$ cat config.mk
export PLATFORM = sky130hd
export DESIGN_NAME = rs232_rx_fifo
export DESIGN_NICKNAME = d
export VERILOG_FILES = /design/src/rtl/rs232_rx_fifo.sv
export SDC_FILE = /design/constraint.sdc
export NUM_CORES = 1
export LEC_CHECK = 0
export ABC_AREA = 1
export CAP_MARGIN = 10
export CORE_MARGIN = 2
export CORE_UTILIZATION = 40
export CTS_CLUSTER_SIZE = 28
export DETAILED_ROUTE_END_ITERATION = 8
export PLACE_DENSITY = 0.63
export SLEW_MARGIN = 20
export SYNTH_ARGS = -nofsm -noshare
export SYNTH_HDL_FRONTEND = slang
export SYNTH_SLANG_ARGS = --single-unit
$ cat constraint.sdc
create_clock -name clk -period 6 [get_ports clk]
set_clock_uncertainty 0.15 [all_clocks]
set_input_delay 0.9 -clock clk [delete_from_list [all_inputs] [get_ports clk]]
set_output_delay 0.9 -clock clk [all_outputs]
set_load 0.01 [all_outputs]
$ cat src/rtl/rs232_rx_fifo.sv
// Receive FIFO between the rs232in deserialiser and the register block, with nrts hysteresis.
// Optional two-flop ncts synchroniser driving tx_hold: define RS232_RX_CTS_SYNC_EN.
module rs232_rx_fifo #(
    parameter int DEPTH_LOG2 = 4,
    parameter int RTS_HIGH   = 12,
    parameter int RTS_LOW    = 4
) (
    input  logic                clk,
    input  logic                rst,
    input  logic [7:0]          in_data,
    input  logic                in_attention,
    input  logic                rd,
    output logic [7:0]          rd_data,
    output logic                empty,
    output logic [DEPTH_LOG2:0] count,
    output logic                overflow,
    input  logic                clr_overflow,
    output logic                nrts,
    input  logic                ncts,
    output logic                tx_hold
);

    localparam int CW    = DEPTH_LOG2 + 1;
    localparam int DEPTH = 1 << DEPTH_LOG2;
    localparam logic [CW-1:0] FULL_CNT = CW'(DEPTH);
    localparam logic [CW-1:0] HIGH_CNT = CW'(RTS_HIGH);
    localparam logic [CW-1:0] LOW_CNT  = CW'(RTS_LOW);

    logic [7:0]            mem_q [DEPTH];
    logic [DEPTH_LOG2-1:0] wr_ptr_q, wr_ptr_d;
    logic [DEPTH_LOG2-1:0] rd_ptr_q, rd_ptr_d;
    logic [CW-1:0]         count_q, count_d;
    logic                  overflow_q, overflow_d;
    logic                  nrts_q, nrts_d;

    logic full;
    logic is_empty;
    logic push;
    logic pop;
    logic drop;

    // A push into a full FIFO is only legal when the same edge pops a slot free.
    always_comb begin
        // NOTE: every always_comb output gets a default first so no path leaves it unassigned (no latch).
        full     = (count_q == FULL_CNT);
        is_empty = (count_q == '0);
        pop      = rd && !is_empty;
        push     = in_attention && (!full || pop);
        drop     = in_attention && full && !rd;
    end

    always_comb begin
        wr_ptr_d   = wr_ptr_q;
        rd_ptr_d   = rd_ptr_q;
        count_d    = count_q;
        overflow_d = overflow_q;
        nrts_d     = nrts_q;

        if (push) wr_ptr_d = wr_ptr_q + 1'b1;
        if (pop)  rd_ptr_d = rd_ptr_q + 1'b1;

        case ({push, pop})
            2'b10:   count_d = count_q + 1'b1;
            2'b01:   count_d = count_q - 1'b1;
            default: count_d = count_q;
        endcase

        // A coinciding drop beats the clear so no overflow event is ever lost.
        if (drop)              overflow_d = 1'b1;
        else if (clr_overflow) overflow_d = 1'b0;

        // Hysteresis on the next-state count so nrts moves on the same edge as count.
        if (count_d >= HIGH_CNT)     nrts_d = 1'b1;
        else if (count_d <= LOW_CNT) nrts_d = 1'b0;
    end

    always_ff @(posedge clk) begin
        // NOTE: sequential state uses non-blocking assignments so all flops update from pre-edge values.
        if (rst) begin
            wr_ptr_q   <= '0;
            rd_ptr_q   <= '0;
            count_q    <= '0;
            overflow_q <= 1'b0;
            nrts_q     <= 1'b1;
        end else begin
            wr_ptr_q   <= wr_ptr_d;
            rd_ptr_q   <= rd_ptr_d;
            count_q    <= count_d;
            overflow_q <= overflow_d;
            nrts_q     <= nrts_d;
        end
    end

    // NOTE: the storage array has no reset; stale contents are unreachable once the pointers clear.
    always_ff @(posedge clk) begin
        if (!rst && push) mem_q[wr_ptr_q] <= in_data;
    end

    always_comb begin
        rd_data  = is_empty ? 8'h00 : mem_q[rd_ptr_q];
        empty    = is_empty;
        count    = count_q;
        overflow = overflow_q;
        nrts     = nrts_q;
    end

`ifdef RS232_RX_CTS_SYNC_EN
    logic cts_meta_q, cts_meta_d;
    logic cts_sync_q, cts_sync_d;

    always_comb begin
        cts_meta_d = ncts;
        cts_sync_d = cts_meta_q;
    end

    // Both stages reset high so the transmitter is held until the remote is seen ready.
    always_ff @(posedge clk) begin
        if (rst) begin
            cts_meta_q <= 1'b1;
            cts_sync_q <= 1'b1;
        end else begin
            cts_meta_q <= cts_meta_d;
            cts_sync_q <= cts_sync_d;
        end
    end

    assign tx_hold = cts_sync_q;
`else
    logic unused_ncts;
    assign unused_ncts = ncts;
    assign tx_hold     = 1'b0;
`endif

endmodule

### Word-level counts from Yosys, hierarchy flattened

Memory sizes are Yosys's and may differ from the RTL's. A register that Yosys moved wholly into a read port is not among the register bits.
Cells that the tools add are included.

* register bits: 15
* bits in writable memories: 128
* bits of input ports: 14
* output and inout bits: 17
* logic and storage cells: 36
* memories: 1

* add/subtract/negate cells: 4
* magnitude comparators: 2
* eq/ne operators: 3
* mux-type cells: 8
* reduce and logical (&&, ||, !) cells: 13

Memories
* mem_q: depth 16, bits a word 8, rd ports 1, clocked after memory_dff 1, write ports 1, RTL line 29 `logic [7:0] mem_q [DEPTH];`

Operators with widths (count)
* one-hot mux 5 bit (2 select lines): 1
* adder 4 x 1 -> 4 bit (second input constant): 2
* 2-to-1 mux 4 bit: 2
* 2-to-1 mux 8 bit: 1
* adder 5 x 1 -> 5 bit (second input constant): 1
* == test 5 bit (second input constant): 1
* >= comparator 5 x 4 -> 1 bit (second input constant): 1
* <= comparator 5 x 3 -> 1 bit (second input constant): 1
* logical AND 1 bit: 5
* logical NOT 5 bit: 1
* subtractor 5 x 1 -> 5 bit (second input constant): 1
* logical NOT 1 bit: 4
* 2-to-1 mux 1 bit: 4
* == test 2 x 1 -> 1 bit (second input constant): 1
* == test 2 bit (second input constant): 1
* nonzero test 2 bit: 1
* OR reduction 2 bit: 1
* logical OR 1 bit: 1

### Longest topological paths before layout

Gate-level depths: netlist of the first run.

* word-level depth: 9
* mapped depth: 17
* mapped depth without buffers: 17

### Least setup slack after synthesis of the first run

OpenSTA, ideal clock, no wires.

* path kind: in2reg
* start: in rd
* end: mem mem_q[13][0] (enable)
* setup time: 383 ps
* data arrival time: 1909 ps
* required time: 5467 ps
* setup slack: 3558 ps
* cell stages on the path: 6
* path buffers: 0
* cells stage by stage: nor2_1 nand3_2 nand2_4 nor2_1 inv_1 nor3_1

* word-level cells in the longest chain between the ends: 6

RTL lines
* start: declaration: RTL line 12 `input logic rd,`
* logical AND 1 bit: RTL line 47 `pop = rd && !is_empty;`
* logical OR 1 bit: RTL line 48 `push = in_attention && (!full || pop);`
* logical AND 1 bit: RTL line 48
* logical AND 1 bit: RTL line 96 `if (!rst && push) mem_q[wr_ptr_q] <= in_data;`
* 2-to-1 mux 1 bit: RTL line 96
* 2-to-1 mux 1 bit (not written as such): RTL line 96
* end: declaration: RTL line 29

Every way passes these cells.

==> results.md, run 1 <==
* Critical path, cell by cell: inv_1, o221ai_1, nand3_1, a21oi_1, clkdlybuf4s50_1
* Share of layout cells above drive strength 1 at 9.70%
* CP endpoint: rd_data[3]
* Num CTS Buffers at 17
* Leakage at 2.45 nW
* Yosys reg bits at 147
* Pwr dens at between 400 and 500 mW/mm^2
* Reg2reg setup slack at ~3.6 ns
* Post-CTS Setup Bufs at 0
* Final #Nets at 574
* Placed cells at between 700 and 800
* CTS max path bufs at 2
* Worst setup EP type: output pin
* Final ANT Viol Nets at 0
* # hold bufs at CTS at 0
* IO Port Bufs at 28
* Crit Reg-Reg Endpoint: mem_q[11][6]
* CP bufs+invs at 2
* Asr flop ratio synth at 0%
* Finished Layout Cells at 755
* Post-Syn Area at 0.00609 mm^2
* Root Buffer: clkbuf_16
* CTS tree: yes
* RSZ-0062 raised after global routing: false
* Synthesized net count at 543
* Die H at 127 um
* CP max-delay cell: dfxtp_1
* Clock Sinks at 147
* RePlAce Congestion at 0.817
* Storage cell area at 0.00423 mm^2
* Min-delay src: overflow
* Post-DP Area at 0.00658 mm^2
* GRT Overall Usage at around 17%
* Drt initial violations at between 400 and 500
* Largest net degree at the start of global routing at 65
* Final setup vio count at 0
* Top cells by area, synth: edfxtp_1, dfxtp_1, nor2_1
* Core Footprint at 0.0150 mm^2
* Vias/cell at 5.40
* Critical R2R Launch: count[2]
* Multi-input logic area at about 0.0017 mm^2
* Max-Cap Viols at 0
* Fin Hold WS at between 0.3 and 0.4 ns
* Initial Util at 40.5%
* Setup TNS Final at 0 ns
* Crit path kind: reg -> out
* FF-to-FF path depth at 7
* Seq/Total Area, Yosys at a little over two thirds
* Status: complete, no violations
* P&R area growth vs syn at 17.1%
* Arrival @ worst endpoint at 3.08 ns
* 1st-pass router iterations at 5
* Most frequent cell after synthesis: edfxtp_1
* Final WL at approximately 13000 um
* Die area at 0.0162 mm^2
* Crit share post-route at between 60% and 70%
* Top-Level Pins at 31
* Post-layout util at 47.4%
* DP HPWL at 8310 um
* Inserted Diodes at 0
* Element type at the critical path start: register
* GRT overflow at 0
* Highest clock rate at 242 MHz
* Crit-path max cell delay at just under 0.9 ns
* Hold WC Path Type: reg -> reg
* Initial antenna violation count at 0
* Peak supply drop at 0.000188 V
* Design Area, Final at 0.00713 mm^2
* Stages on worst setup path at 5
* Residual DRC at 0
* Top-area cell type share of the netlist area at 63.1%
* Most frequent cells after synthesis: edfxtp_1, nor2_1, o21ai_0
* Dominant cell type by area after synthesis: edfxtp_1
* Period minus WS final at 4.13 ns
* Via count at 4079
* Number of flops mapped to enable cells by yosys at 128
* CP Max Fanout at 17
* Post-CTS sizing at 0
* Wire length of the first global-routing pass at 21300 um
* Die W at 127 um
* Syn_area_per_cell at 11.6 um^2
* Max-slew violations at 0
* Clock Latency Late Sink at 0.42 ns
* Site row count at 45
* Filler instances at 1335
* Synth unique cells at 30
* Top_reg_cell synth: edfxtp_1
* Wire per inst at 17.9 um
* Vias in the first global route at 3986
* H-tree depth reported by CTS at 4
* Yosys warning count at 0
* Post-Synthesis Cells at around 520
* Clock-pin slew on the worst setup and hold paths at 0.06 ns
* Slew @ Worst Pin at around 1.0 ns
* Critical path's top delay family: buffers and inverters
* Final Hold Fails at 0
* Slew margin rel. at ~31%
* Critical Path RT at 4.95 ns
[layout make-up]
cell class / instances / area share, %
inverters: 31 / 1.63
flip-flops and latches: 147 / 59.3
multi-input cells: 320 / 23.2
repair buffers: 37 / 4.88
clock buffers: 18 / 6.02
clock inverters: 14 / 1.68
well taps: 188 / 3.30
[worst min-delay path: stages (launching register included)]
cell and delay, ns:
dfxtp_1 0.31, nand2_1 0.06, a21oi_1 0.06
[routing by layer]
metal	up-vias	GRT usage, %	part of all wire (%)
met5	-	0	0
met4	0	7.30	1.9
met3	19	4.23	5.7
met2	138	28.5	48
met1	1969	22.5	44
li1	1953	-	-
[cell usage in the layout (no fill, tap or decap)]
master and instances:
edfxtp_1 128, nor2_1 99, o21ai_0 74, nand2_1 40
clkdlybuf4s50_1 28, inv_1 27, o221ai_1 20, nand3_1 20
dfxtp_1 18, a21oi_1 17, clkbuf_16 17, o22ai_1 12
buf_4 9, nor3_1 6, ha_1 6, clkinv_2 6
clkinv_1 5, nand4_1 5, inv_2 3, o21ai_1 3
nand2_4 3, nand2_2 3, nor2_4 2, nand3_4 2
nor3_2 2, clkinvlp_4 2, bufinv_16 2, nand3_2 1
nand3b_1 1, o21ai_2 1, a31o_2 1, xor2_1 1
dfxtp_2 1, conb_1 1, clkbuf_1 1
[worst min path at each step]
stage               endpoint  cells past startpoint
detailed placement  overflow                      2
global route        overflow                      2
finish              overflow                      2
global placement    overflow                      2
CTS                 overflow                      2
floorplan           register                      2
[sequential cells by signal, summed over array words and instances (netlist names), named ones only]
name,cells
mem_q,128
count,5
rd_ptr_q,4
wr_ptr_q,4
nrts,1
overflow,1
[through the flow]
| stage | worst slack, ns | power [mW] |
|---|---|---|
| 6_report | 1.87 | 2.88 |
| 4_1_cts | 1.87 | 2.90 |
| 3_3_place_gp | 2.36 | 1.89 |
| 2_1_floorplan | 3.56 | 1.64 |
| 5_1_grt | 1.69 | 3.02 |
| 3_5_place_dp | 2.32 | 1.91 |
[power by group]
group          switching (mW)  total (mW)  internal, mW
sequential             0.0342        1.18          1.14
combinational           0.442       0.705         0.264
clock                   0.391       0.991         0.599
total                   0.867        2.88          2.01
[cell families after synthesis]
family	Yosys count	synth area share, %
other	1	0.0616
buffers and inverters	56	3.60
XOR/XNOR	1	0.144
AO/OA/AOI/OAI	128	12.1
AND/OR/NAND/NOR	184	13.5
adder cells (fa/ha/maj)	6	1.23
flip-flops	147	69.4
Power figures use the tool's default switching activity.
==> run 2, diff against run 1 <==
- clock period: 6 -> 4.05 ns (I/O delays scaled with it)
==> run 2 against run 1 <==
Total power rose by 50%. Utilization up 0.57 points. Sequential share of layout area decreased by 0.70 points. Largest cell class unchanged. Largest power group unchanged. Critical endpoint is now rd_data[0].
==> results.md, run 2 (same netlist as run 1, synthesis figures left out) <==
* Status: complete, no violations
* Worst Hold Path Cells at 2
* Max-Cap Viols at 0
* Site row count at 45
* Wire length of the first global-routing pass at 21700 um
* Initial antenna violation count at 0
* Vias/cell at 5.41
* Crit share post-route at 90.5%
* Core Footprint at roughly 0.015 mm^2
* Logic pwr share at 24.5%
* Post-layout util at 48.0%
* Critical path's top delay family: buffers and inverters
* GRT Overall Usage at 18.0%
* Sw Pwr at 1.31 mW
* CP max-delay cell: clkdlybuf4s50_1
* Final ANT Viol Nets at 0
* Slew @ Worst Pin at 0.830 ns
* Critical path, cell by cell: inv_2, buf_4, o21ai_0, o221ai_1, nand3_1, a21oi_1, clkdlybuf4s50_1
* Post-CTS Setup Bufs at 0
* Final Hold Fails at 0
* Via count at between 4000 and 5000
* Num CTS Buffers at 17
* FF-to-FF path depth at 6
* Vias in the first global route at 4058
* Pwr dens at 597 mW/mm^2
* Element type at the critical path start: register
* Inserted Diodes at 0
* Sw frac at 30.4%
* Worst setup EP type: output pin
* Peak supply drop at 0.000327 V
* Final WL at ~14000 um
* Period minus WS final at 3.66 ns
* Commonest non-fill, non-tap cell in the layout: edfxtp_1
* Final #Nets at 585
* Slew margin rel. at around 44%
* Min-delay src: overflow
* Max-slew violations at 0
* Filler instances at 1315
* Largest net degree at the start of global routing at 43
* Root Buffer: clkbuf_16
* Most flop-heavy register: mem_q
* Share of layout cells above drive strength 1 at 10.9%
* Cell Int Power at 3.00 mW
* Top-Level Pins at 31
* Die area at 0.0162 mm^2
* Die W at 127 um
* IO Port Bufs at 28
* Hold WC Path Type: reg -> reg
* DP HPWL at 8610 um
* Seq pwr share at approximately 42%
* Stages on worst setup path at 7
* Number of flip-flops in the largest register at 128
* CTS max path bufs at 2
* # hold bufs at CTS at 0
* Die H at 127 um
* Critical Path RT at between 3 and 4 ns
* Leakage at approximately 2.5 nW
* Most frequent cells in the layout: edfxtp_1, nor2_1, o21ai_0
* P&R area growth vs syn at 18.5%
* Final setup vio count at 0
* GRT overflow at 0
* Clock power share at between 30% and 40%
* Highest clock rate at 273 MHz
* Setup TNS Final at 0 ns
* H-tree depth reported by CTS at 4
* Crit path kind: reg -> out
* CP Max Fanout at 24
* CTS tree: yes
* RePlAce Congestion at 0.807
* RSZ-0062 raised after global routing: false
* Initial Util at approximately 40%
* Post-CTS sizing at 0
* CP bufs+invs at 3
* Drt initial violations at 375
* Clock-pin slew on the worst setup and hold paths at 0.06 ns
* Critical R2R Launch: count[2]
* Wire per inst at 18.2 um
* Clock Sinks at roughly 150
* Arrival @ worst endpoint at 2.91 ns
* Crit-path max cell delay at 0.59 ns
* Clock Latency Late Sink at 0.42 ns
* Residual DRC at 0
* 1st-pass router iterations at 5
## run 2: cell types whose count changed in the layout (fill, tap and decap cells not counted), sizes merged
| cell | delta |
|---|---|
| buf | +11 |
| clkinv | +1 |
| clkinvlp | -1 |
## run 2: final timing paths
path                  to  slack, ns
max           rd_data[0]       0.39
max reg2reg  mem_q[0][2]       1.77
min reg2reg     overflow       0.33
min             overflow       0.33
## run 2: worst register-to-register path, cell delays in order, from the launching register on
cell and delay [ns]:
dfxtp_1 0.49, nor2_4 0.08, nand3_2 0.11, nand2_4 0.08, nor2_1 0.17, nand2_1 0.15, nor2_1 0.66
## run 2: cell type report
type / count / area [um^2] / share of cell area (%)
clock inverters: 14 / 120 / 1.66
multi-input cells: 320 / 1650 / 22.8
flip-flops and latches: 147 / 4230 / 58.6
well taps: 188 / 235 / 3.26
inverters: 31 / 116 / 1.61
repair buffers: 48 / 443 / 6.14
clock buffers: 18 / 429 / 5.95
## run 2: power by group through the flow
stage               Combinational, mW  Sequential [mW]  Clock [mW]
floorplan                       0.656             1.77           0
global placement                 1.02             1.81           0
detailed placement               1.05             1.82           0
CTS                              1.05             1.79        1.48
global route                     1.18             1.80        1.54
finish                           1.06             1.79        1.46
## run 2: through the flow
stage	area (um^2)	worst slack [ns]	std cells	hold WS, ns	power, mW
after floorplan	6090	1.90	523	0.310	2.43
after global placement	6670	0.916	734	0.312	2.84
after detailed placement	6670	0.900	734	0.310	2.86
after CTS	7220	0.402	766	0.330	4.32
after global routing	7220	0.180	766	0.356	4.52
final	7220	0.386	766	0.327	4.31
## run 2: layer usage
metal | vias up | routed length [um] | global-route usage, %
met5 | - | 0 | 0
li1 | 1971 | - | -
met4 | 0 | 319 | 8.40
met3 | 25 | 839 | 3.81
met2 | 155 | 6710 | 29.4
met1 | 1996 | 6110 | 23.1
==> run 3, diff against run 2 <==
- MAX_ROUTING_LAYER: default -> met4
- SLEW_MARGIN: 20 -> 25
==> run 3 against run 2 <==
First-iteration DRC count is 13% lower. Total power hardly changed. Critical path depth is 1 higher. Utilization stayed put. Routed wire length is 0.31% lower. Register-to-register slack hardly changed. Clock-buffer cell count stayed put. Sequential power hardly changed. Non-clock buffer count stayed put. Die area stayed put. Global-route usage is 0.56 points higher. Flip-flop and latch count stayed put.
==> results.md, run 3 (same netlist as run 1, synthesis figures left out) <==
* CP max-delay cell: dfxtp_1
* Dpl ws at 0.900 ns
* Sw Pwr at 1.31 mW
* CP Max Fanout at 23
* Met3 WL at 691 um
* Post-CTS Setup Bufs at 0
* Final ANT Viol Nets at 0
* Met1 WL at 6200 um
* CTS max path bufs at 2
* Num CTS Buffers at 17
* Die H at 127 um
* Final WL at ~14000 um
* Post-layout util at a little under half
* DP HPWL at roughly 8600 um
* Highest clock rate at around 270 MHz
* Largest net degree at the start of global routing at 43
* Sw frac at between 30 and 40%
* Final Hold Fails at 0
* RSZ-0062 raised after global routing: false
* Die W at 127 um
* P&R area growth vs syn at 18.5%
* 1st-pass router iterations at 5
* Setup TNS Final at 0 ns
* Max-slew violations at 0
* Seq pwr share at 41.5%
* Vias/cell at between 5 and 6
* Element type at the critical path start: register
* Residual DRC at 0
* Inserted Diodes at 0
* RePlAce Congestion at 0.819
* Period minus WS final at around 3.7 ns
* Root Buffer: clkbuf_16
* Top Metal Used: met4
* Clock Sinks at 147
* Crit-path max cell delay at around 0.85 ns
* Critical R2R Launch: count[2]
* Share of layout cells above drive strength 1 at 10.9%
* H-tree depth reported by CTS at 4
* Clock Latency Late Sink at 0.43 ns
* Crit path kind: reg -> out
* Logic pwr share at 24.5%
* Core Footprint at 0.0150 mm^2
* Commonest non-fill, non-tap cell in the layout: edfxtp_1
* Max-Cap Viols at 0
* Post-CTS sizing at 0
* Slew margin rel. at 44.5%
* CTS tree: yes
* Met2 routed WL at 6750 um
* Cell Int Power at 3.00 mW
* Via count at roughly 4000
* IO Port Bufs at 28
* Final setup vio count at 0
* Top-Level Pins at 31
* Site row count at 45
* Worst setup EP type: output pin
* Clock power share at between 30% and 40%
* Arrival @ worst endpoint at 2.91 ns
* Most flop-heavy register: mem_q
* Initial antenna violation count at 0
* # hold bufs at CTS at 0
* Peak supply drop at 0.000331 V
* Wire length of the first global-routing pass at 21700 um
* Drt initial violations at 328
* Clock-pin slew on the worst setup and hold paths at 0.06 ns
* Setup WS post-layout at 0.378 ns
* Finished Layout Cells at 766
* Reg2reg setup slack at between 1.5 and 2 ns
* Vias in the first global route at a little over 4000
* Placed cells at 734
* Most frequent cells in the layout: edfxtp_1, nor2_1, o21ai_0
* Crit share post-route at about nine tenths
* GRT overflow at 0
* Critical Path RT at 3.29 ns
* Leakage at 2.51 nW
* Critical path, cell by cell: buf_4, o21ai_0, o22ai_1, nor2_1, nor2_1, o21ai_0, a21oi_1, clkdlybuf4s50_1
* Status: complete, no violations
* GRT Overall Usage at 18.6%
* Slew @ Worst Pin at 0.829 ns
* Wire per inst at between 15 and 20 um
* Pwr dens at 597 mW/mm^2
* Hold WC Path Type: reg -> reg
* Filler instances at 1315
* Final #Nets at 585
* Number of flip-flops in the largest register at 128
* Min-delay src: overflow
* Initial Util at between 40% and 50%
* Die area at 0.0162 mm^2
==> run 3: cell counts in the layout (fill, tap and decap cells not counted) <==
Identical to the previous run, type by type.
==> run 3: final timing paths <==
kind | to | cells past startpoint
hold / removal | overflow | 2
setup reg to reg | mem_q[2][3] | 6
hold reg to reg | overflow | 2
setup / recovery | rd_data[2] | 8
==> run 3: area by class of cell <==
class	count	area (um^2)	share of cell area, %
clock inverter	14	120	1.66
clock buffer	18	429	5.95
inverter	31	116	1.61
tap	188	235	3.26
timing repair buffer	48	443	6.14
multi-input combinational	320	1650	22.8
sequential	147	4230	58.6
==> run 3: critical path: cells and delay by family, from the launching register on <==
kind	cells	cell delay [ns]
flip-flops	1	0.85
buffers and inverters	2	0.87
AND/OR/NAND/NOR	2	0.16
AO/OA/AOI/OAI	4	0.60
==> run 3: layer usage <==
metal | track usage (%) | vias up
li1 | - | 1968
met1 | 23.1 | 1991
met2 | 29.5 | 123
met3 | 3.89 | 22
met4 | 8.21 | 0
met5 | - | -
==> run 3: through the flow <==
step / hold WS, ns / instance area [um^2] / power (mW)
2_1_floorplan: 0.310 / 6090 / 2.43
3_3_place_gp: 0.312 / 6670 / 2.84
3_5_place_dp: 0.310 / 6670 / 2.86
4_1_cts: 0.330 / 7220 / 4.32
5_1_grt: 0.356 / 7220 / 4.52
6_report: 0.327 / 7220 / 4.31
==> run 3: power by group through the flow <==
| stage | clock, mW | sequential, mW | combinational [mW] |
|---|---|---|---|
| after CTS | 1.48 | 1.79 | 1.05 |
| after detailed placement | 0 | 1.82 | 1.05 |
| after global routing | 1.54 | 1.80 | 1.18 |
| after floorplan | 0 | 1.77 | 0.656 |
| final | 1.47 | 1.79 | 1.06 |
| after global placement | 0 | 1.81 | 1.02 |
